[src/rtl/fifo_sc_level_pkg.sv]
// Shared FIFO constants and helpers.
// Used by both the single-clock and dual-clock FIFOs.
package fifo_pkg;

  localparam int FIFO_MODE_STD  = 0;
  localparam int FIFO_MODE_FWFT = 1;

  function automatic int fifo_depth(input int asize);
    return 1 << asize;
  endfunction

  // afull in 1..DEPTH, aempty in 0..DEPTH-1
  function automatic bit fifo_th_ok(input int afull,
                                    input int aempty,
                                    input int asize);
    int d;
    d = fifo_depth(asize);
    return (afull >= 1) && (afull <= d) &&
           (aempty >= 0) && (aempty <= d - 1);
  endfunction

endpackage

[src/rtl/fifo_sc_level_if.sv]
// Producer/consumer bus of the single-clock FIFO.
// slave is the FIFO side, master the user side.
interface fifo_sc_level_if #(
  parameter int DSIZE = 8,
  parameter int ASIZE = 4
) ();

  logic [DSIZE-1:0] wdata;
  logic             winc;
  logic             wfull;
  logic             walmost_full;
  logic             rinc;
  logic [DSIZE-1:0] rdata;
  logic             rvalid;
  logic             rempty;
  logic             ralmost_empty;
  logic [ASIZE:0]   level;
  logic             overflow;
  logic             underflow;
  logic             clr_err;

  modport slave (
    input  wdata, winc, rinc, clr_err,
    output wfull, walmost_full, rdata, rvalid,
    output rempty, ralmost_empty, level,
    output overflow, underflow
  );

  modport master (
    output wdata, winc, rinc, clr_err,
    input  wfull, walmost_full, rdata, rvalid,
    input  rempty, ralmost_empty, level,
    input  overflow, underflow
  );

endinterface

[src/rtl/fifo_sc_level_mem.sv]
// FIFO storage: sync write, async (FWFT) or
// registered (standard) read port.
module fifo_sc_mem
  import fifo_pkg::*;
#(
  parameter int DSIZE = 8,
  parameter int ASIZE = 4,
  parameter int FWFT  = 0
) (
  input  logic             clk,
  input  logic             rst_n,
  input  logic             we,
  input  logic [ASIZE-1:0] waddr,
  input  logic [DSIZE-1:0] wdata,
  input  logic             re,
  input  logic [ASIZE-1:0] raddr,
  output logic [DSIZE-1:0] rdata
);

  localparam int DEPTH = fifo_depth(ASIZE);

  logic [DSIZE-1:0] mem [DEPTH];

  always_ff @(posedge clk) begin
    if (we) mem[waddr] <= wdata;
  end

  if (FWFT == FIFO_MODE_FWFT) begin : g_fwft
    assign rdata = mem[raddr];
  end else begin : g_std
    logic [DSIZE-1:0] rd_q;

    always_ff @(posedge clk) begin
      if (!rst_n)  rd_q <= '0;
      else if (re) rd_q <= mem[raddr];
    end

    assign rdata = rd_q;
  end

endmodule

[src/rtl/fifo_sc_level.sv]
// Single-clock FIFO with exact level, almost flags,
// std/FWFT read and sticky overflow/underflow.
module fifo_sc_level
  import fifo_pkg::*;
#(
  parameter int DSIZE     = 8,
  parameter int ASIZE     = 4,
  parameter int AFULL_TH  = 12,
  parameter int AEMPTY_TH = 2,
  parameter int FWFT      = 0
) (
  input  logic            clk,
  input  logic            rst_n,
  fifo_sc_level_if.slave  bus
);

  localparam int DEPTH = fifo_depth(ASIZE);
  localparam logic [ASIZE:0] DEPTH_L = (ASIZE+1)'(DEPTH);
  localparam logic [ASIZE:0] AF_L    = (ASIZE+1)'(AFULL_TH);
  localparam logic [ASIZE:0] AE_L    = (ASIZE+1)'(AEMPTY_TH);

  if (!fifo_th_ok(AFULL_TH, AEMPTY_TH, ASIZE)) begin : g_th_err
    $error("fifo_sc_level: AFULL_TH/AEMPTY_TH out of range");
  end

  logic [ASIZE-1:0] waddr_q;
  logic [ASIZE-1:0] raddr_q;
  logic [ASIZE:0]   level_q;
  logic             rvalid_q;
  logic             ovf_q;
  logic             udf_q;
  logic             full;
  logic             empty;
  logic             wacc;
  logic             racc;
  logic [DSIZE-1:0] mem_rdata;

  assign full  = (level_q == DEPTH_L);
  assign empty = (level_q == '0);

  // acceptance uses pre-edge flags only
  assign wacc = bus.winc && !full;
  assign racc = bus.rinc && !empty;

  always_ff @(posedge clk) begin
    if (!rst_n) begin
      waddr_q  <= '0;
      raddr_q  <= '0;
      level_q  <= '0;
      rvalid_q <= 1'b0;
    end else begin
      if (wacc) waddr_q <= waddr_q + 1'b1;
      if (racc) raddr_q <= raddr_q + 1'b1;
      level_q  <= level_q
                + {{ASIZE{1'b0}}, wacc}
                - {{ASIZE{1'b0}}, racc};
      rvalid_q <= racc;
    end
  end

  // a new error on the clearing edge wins
  always_ff @(posedge clk) begin
    if (!rst_n) begin
      ovf_q <= 1'b0;
      udf_q <= 1'b0;
    end else begin
      if (bus.winc && full) ovf_q <= 1'b1;
      else if (bus.clr_err) ovf_q <= 1'b0;
      if (bus.rinc && empty) udf_q <= 1'b1;
      else if (bus.clr_err)  udf_q <= 1'b0;
    end
  end

  fifo_sc_mem #(
    .DSIZE (DSIZE),
    .ASIZE (ASIZE),
    .FWFT  (FWFT)
  ) u_mem (
    .clk   (clk),
    .rst_n (rst_n),
    .we    (wacc && rst_n),
    .waddr (waddr_q),
    .wdata (bus.wdata),
    .re    (racc),
    .raddr (raddr_q),
    .rdata (mem_rdata)
  );

  if (FWFT == FIFO_MODE_FWFT) begin : g_out_fwft
    assign bus.rdata  = empty ? '0 : mem_rdata;
    assign bus.rvalid = !empty;
  end else begin : g_out_std
    assign bus.rdata  = mem_rdata;
    assign bus.rvalid = rvalid_q;
  end

  assign bus.wfull         = full;
  assign bus.rempty        = empty;
  assign bus.walmost_full  = (level_q >= AF_L);
  assign bus.ralmost_empty = (level_q <= AE_L);
  assign bus.level         = level_q;
  assign bus.overflow      = ovf_q;
  assign bus.underflow     = udf_q;

endmodule

[src/flat_wrapper.sv]
// flat-port wrapper written by rule: the top's interface ports become plain ports
module fifo_sc_level_flat import fifo_pkg::*;
#(
  parameter int DSIZE     = 8,
  parameter int ASIZE     = 4,
  parameter int AFULL_TH  = 12,
  parameter int AEMPTY_TH = 2,
  parameter int FWFT      = 0
)
  (clk, rst_n, bus_wdata, bus_winc, bus_rinc, bus_clr_err, bus_wfull, bus_walmost_full, bus_rdata, bus_rvalid, bus_rempty, bus_ralmost_empty, bus_level, bus_overflow, bus_underflow);
  fifo_sc_level_if #(.DSIZE(DSIZE), .ASIZE(ASIZE)) bus_i ();
  input  logic clk;
  input  logic rst_n;
  input wire logic [$bits(bus_i.wdata)-1:0] bus_wdata;
  input wire logic [$bits(bus_i.winc)-1:0] bus_winc;
  input wire logic [$bits(bus_i.rinc)-1:0] bus_rinc;
  input wire logic [$bits(bus_i.clr_err)-1:0] bus_clr_err;
  output wire logic [$bits(bus_i.wfull)-1:0] bus_wfull;
  output wire logic [$bits(bus_i.walmost_full)-1:0] bus_walmost_full;
  output wire logic [$bits(bus_i.rdata)-1:0] bus_rdata;
  output wire logic [$bits(bus_i.rvalid)-1:0] bus_rvalid;
  output wire logic [$bits(bus_i.rempty)-1:0] bus_rempty;
  output wire logic [$bits(bus_i.ralmost_empty)-1:0] bus_ralmost_empty;
  output wire logic [$bits(bus_i.level)-1:0] bus_level;
  output wire logic [$bits(bus_i.overflow)-1:0] bus_overflow;
  output wire logic [$bits(bus_i.underflow)-1:0] bus_underflow;
  assign bus_i.wdata = bus_wdata;
  assign bus_i.winc = bus_winc;
  assign bus_i.rinc = bus_rinc;
  assign bus_i.clr_err = bus_clr_err;
  assign bus_wfull = bus_i.wfull;
  assign bus_walmost_full = bus_i.walmost_full;
  assign bus_rdata = bus_i.rdata;
  assign bus_rvalid = bus_i.rvalid;
  assign bus_rempty = bus_i.rempty;
  assign bus_ralmost_empty = bus_i.ralmost_empty;
  assign bus_level = bus_i.level;
  assign bus_overflow = bus_i.overflow;
  assign bus_underflow = bus_i.underflow;
  fifo_sc_level #(.DSIZE(DSIZE), .ASIZE(ASIZE), .AFULL_TH(AFULL_TH), .AEMPTY_TH(AEMPTY_TH), .FWFT(FWFT)) u_core (.clk(clk), .rst_n(rst_n), .bus(bus_i));
endmodule
[config.mk]
export PLATFORM = sky130hd
export DESIGN_NAME = fifo_sc_level_flat
export DESIGN_NICKNAME = d
export VERILOG_FILES = /design/src/rtl/fifo_sc_level_pkg.sv /design/src/rtl/fifo_sc_level_if.sv /design/src/rtl/fifo_sc_level_mem.sv /design/src/rtl/fifo_sc_level.sv /design/src/flat_wrapper.sv
export SDC_FILE = /design/constraint.sdc
export NUM_CORES = 1
export LEC_CHECK = 0
export ABC_AREA = 0
export CORE_UTILIZATION = 55
export DETAILED_ROUTE_END_ITERATION = 8
export PLACE_DENSITY = 0.76
export SYNTH_ARGS = -nofsm -noshare
export SYNTH_HDL_FRONTEND = slang
export SYNTH_SLANG_ARGS = --single-unit
[constraint.sdc]
create_clock -name clk -period 3.3 [get_ports clk]
set_clock_uncertainty 0.05 [all_clocks]
set_input_delay 0.66 -clock clk [delete_from_list [all_inputs] [get_ports clk]]
set_output_delay 0.66 -clock clk [all_outputs]
set_load 0.005 [all_outputs]
==> impl_results.md, run 1 <==
- Outcome: complete, no violations
- Mapped Avg Cell Area: 18.3 µm²
- Antenna diode count: 0
- Post-DP HPWL: 7.40 mm
- Clock sinks: 152
- Worst rel slew slack: 36.7%
- DR WL/cell: 21.0 µm
- RR Startpoint: u_core.bus.level[2]$_SDFF_PN0_
- Register area: 4330 µm²
- Syn nets: 368
- Cell Area, Synth: 6200 µm²
- Final hold violation count: 0
- Largest net degree at the start of global routing: 35
- Setup tns final: 0 ns
- Cell area power density: 704 nW/µm²
- Worst Hold Class: register to register
- WP data required: 3.60 ns
- Postcts setup bufs: 0
- ANT nets after route: 0
- Vias in the first global route: 3177
- HP Start: u_core.u_mem.rdata[0]$_SDFFE_PN0P_
- Reg power frac: 45.0%
- Cell Int Power: 3830 µW
- Hold Path Sink: u_core.u_mem.rdata[0]$_SDFFE_PN0P_
- Worst skew pair latency: 0.42 ns
- Comb power frac: 19.1%
- Worst hold path depth: 2
- CP delay by family, top: adder cells
- Worst Max-Slew Pin Slew: 0.948 ns
- RSZ-0062 raised after global routing: no
- Initial antenna violation count: 0
- Share of cells above drive strength 1: 19.3%
- Clock-pin slew on the worst setup and hold paths: 0.06 ns
- CTS buffer count: 17
- VDD IR max: 0.356 mV
- Router iterations before antenna repair: 4
- DIE HEIGHT: 108 µm
- CP cell instances: inv_1, ha_1, or4b_4, nand2_8, inv_2, ha_1, inv_1, ha_1, fa_1, nand2b_1, a21oi_1, or3_1, a21oi_1
- Crit-path max cell delay: 0.53 ns
- Die ar.: 11700 µm²
- Count of pins over their slew limit: 0
- R2R depth: 13
- P_sw: 1300 µW
- CTS tree: done
- Final Cycle Share: 92.4%
- Iter 0 DRT Violations: 260
- All-Layer GR Usage: 21.8%
- Max Cap Viol: 0
- Cell mode on critical path: ha_1
- Via density: 5.84
- Reg-to-reg setup timing slack: 0.25 ns
- Leak Pwr: 0.00248 µW
- Global-route wire length before repair: 17.6 mm
- Synth cell types: 35
- Effective utilization at floorplan: 56.7%
- Ports: 33
- # port buffers: 32
- Critical path class: register to register
- Routed WL: 11.6 mm
- Startpoint types: register
- Min Hold Slack: 0.466 ns
- Die width: 108 µm
- Ys Warns: 0
- R2R Path End: u_core.bus.level[4]$_SDFF_PN0_
- Core area: 10900 µm²
- FF+latch count, synth: 152
- F_max: 0.328 GHz
- Final setup fails: 0
- GP Congestion: 0.769
- DR vias: 3210
- Fin util: 66.7%
- Worst setup EP type: register
- Nets: 426
- CP max-delay cell: or4b_4
- Most frequent cells in the layout: 128 x edfxtp_1, 32 x clkdlybuf4s50_1, 27 x nor2_1, 23 x dfxtp_1, 22 x buf_4
- WP buf/inv: 3
- Multi-input logic area: 1680 µm²
- Critical Path Stages: 13
- Grt total ovfl: 0
- Sw Share: 25.4%
- Min cycle time layout: 3.05 ns
- Critical Path AT: 3.35 ns
- # DRC: 0
- Sequential area share after synthesis: 69.7%
- Critical path peak fanout: 14
- Root Buffer: clkbuf_16
- Post-Syn Instances: 339
- Fill count: 733
- Clock share of power: 35.9%
- Deepest clock path buffer count: 2
- # rows: 38
- Commonest non-fill, non-tap cell in the layout: edfxtp_1
- Htree depth: 4
- Syn-to-layout area delta: 17.6%
[cells in the mapped netlist (all sizes together)]
| master | n | area (µm²) |
|---|---|---|
| a21oi | 8 | 40.0 |
| o21ai | 4 | 20.0 |
| o221ai | 8 | 70.1 |
| nand2b | 2 | 12.5 |
| nand3 | 14 | 75.1 |
| dfxtp | 24 | 480 |
| inv | 15 | 56.3 |
| mux4 | 32 | 766 |
| nand3b | 2 | 15.0 |
| edfxtp | 128 | 3840 |
| nor2b | 2 | 12.5 |
| nor2 | 27 | 101 |
| or4b | 1 | 13.8 |
| and3 | 1 | 6.26 |
| o31ai | 1 | 7.51 |
| clkbuf | 3 | 21.3 |
| ha | 15 | 188 |
| buf | 12 | 133 |
| nand2 | 7 | 33.8 |
| or3 | 4 | 25.0 |
| mux2i | 17 | 170 |
| xor2 | 5 | 43.8 |
| fa | 1 | 20.0 |
| xnor2 | 2 | 17.5 |
| nand4bb | 1 | 11.3 |
| and2 | 3 | 18.8 |
[how the worst max path moves through the flow]
stage	from	end	slack (ns)
after detailed placement	u_core.bus.level[2]$_SDFF_PN0_	u_core.bus.level[4]$_SDFF_PN0_	0.22
after floorplan	u_core.bus.level[2]$_SDFF_PN0_	u_core.bus.level[4]$_SDFF_PN0_	0.51
after CTS	u_core.bus.level[2]$_SDFF_PN0_	u_core.bus.level[4]$_SDFF_PN0_	0.20
after global placement	bus_rinc	u_core.bus.level[4]$_SDFF_PN0_	0.32
after global routing	u_core.bus.level[2]$_SDFF_PN0_	u_core.bus.level[4]$_SDFF_PN0_	0.04
final	u_core.bus.level[2]$_SDFF_PN0_	u_core.bus.level[4]$_SDFF_PN0_	0.25
[final cells by class]
class	count	share of cell area [%]
well taps	140	2.40
clock inverters	12	1.29
multi-input cells	157	23.0
flip-flops and latches	152	59.3
clock buffers	20	6.56
repair buffers	54	6.66
inverters	15	0.772
[state kept, by name, indices dropped and copies added, names as in the netlist]
signal	flops
u_core.u_mem.mem	128
u_core.bus.rvalid	1
u_core.bus.level	5
u_core.bus.overflow	1
u_core.waddr_q	4
u_core.raddr_q	4
u_core.u_mem.rdata	8
u_core.bus.underflow	1
[power by group through the flow]
stage | logic (µW) | clock network, µW | registers (µW)
after global placement | 934 | 0 | 2350
after floorplan | 706 | 0 | 2280
after global routing | 1080 | 1940 | 2330
final | 981 | 1840 | 2310
after CTS | 982 | 1860 | 2310
after detailed placement | 973 | 0 | 2350
[tightest hold or removal path, delay by kind of cell, from the launching register on]
family | cells | cell delay (ns)
compound gates | 1 | 0.06
flops | 1 | 0.34
simple gates | 1 | 0.07
[logic make-up after synthesis]
logic type      share of synthesized area [%]
fa+ha+maj                                3.35
simple gates                             5.24
xor+xnor                                0.989
buf+inv                                  3.39
flops                                    69.7
mux                                      15.1
compound gates                           2.22
[routing by layer]
metal,global-route usage [%],part of all wire (%)
met1,27.9,42
met2,34.8,49
met3,7.11,7.0
met4,8.02,2.3
met5,0,0
[timing repair]
item                       in CTS  in global routing
hold buffers                    0                  0
setup endpoints to repair       0                  1
gates resized for setup         0                  1
[through the flow]
step / cell area (µm²) / cells / setup slack (ns) / total power (µW)
global route: 7290 / 550 / 0.0361 / 5350
detailed placement: 6710 / 518 / 0.224 / 3320
CTS: 7280 / 550 / 0.201 / 5150
finish: 7290 / 550 / 0.252 / 5130
global placement: 6710 / 518 / 0.317 / 3280
floorplan: 6200 / 339 / 0.509 / 2980
Power figures use the tool's default switching activity.
==> run 2, diff against run 1 <==
--- a/config.mk
+++ b/config.mk
@@ -8,6 +8,7 @@
 export ABC_AREA = 0
 export CORE_UTILIZATION = 55
 export DETAILED_ROUTE_END_ITERATION = 8
+export HOLD_SLACK_MARGIN = 0.1
 export PLACE_DENSITY = 0.76
 export SYNTH_ARGS = -nofsm -noshare
 export SYNTH_HDL_FRONTEND = slang
==> results of run 2 <==
Final layout, timing and power as in run 1 (identical DEF).
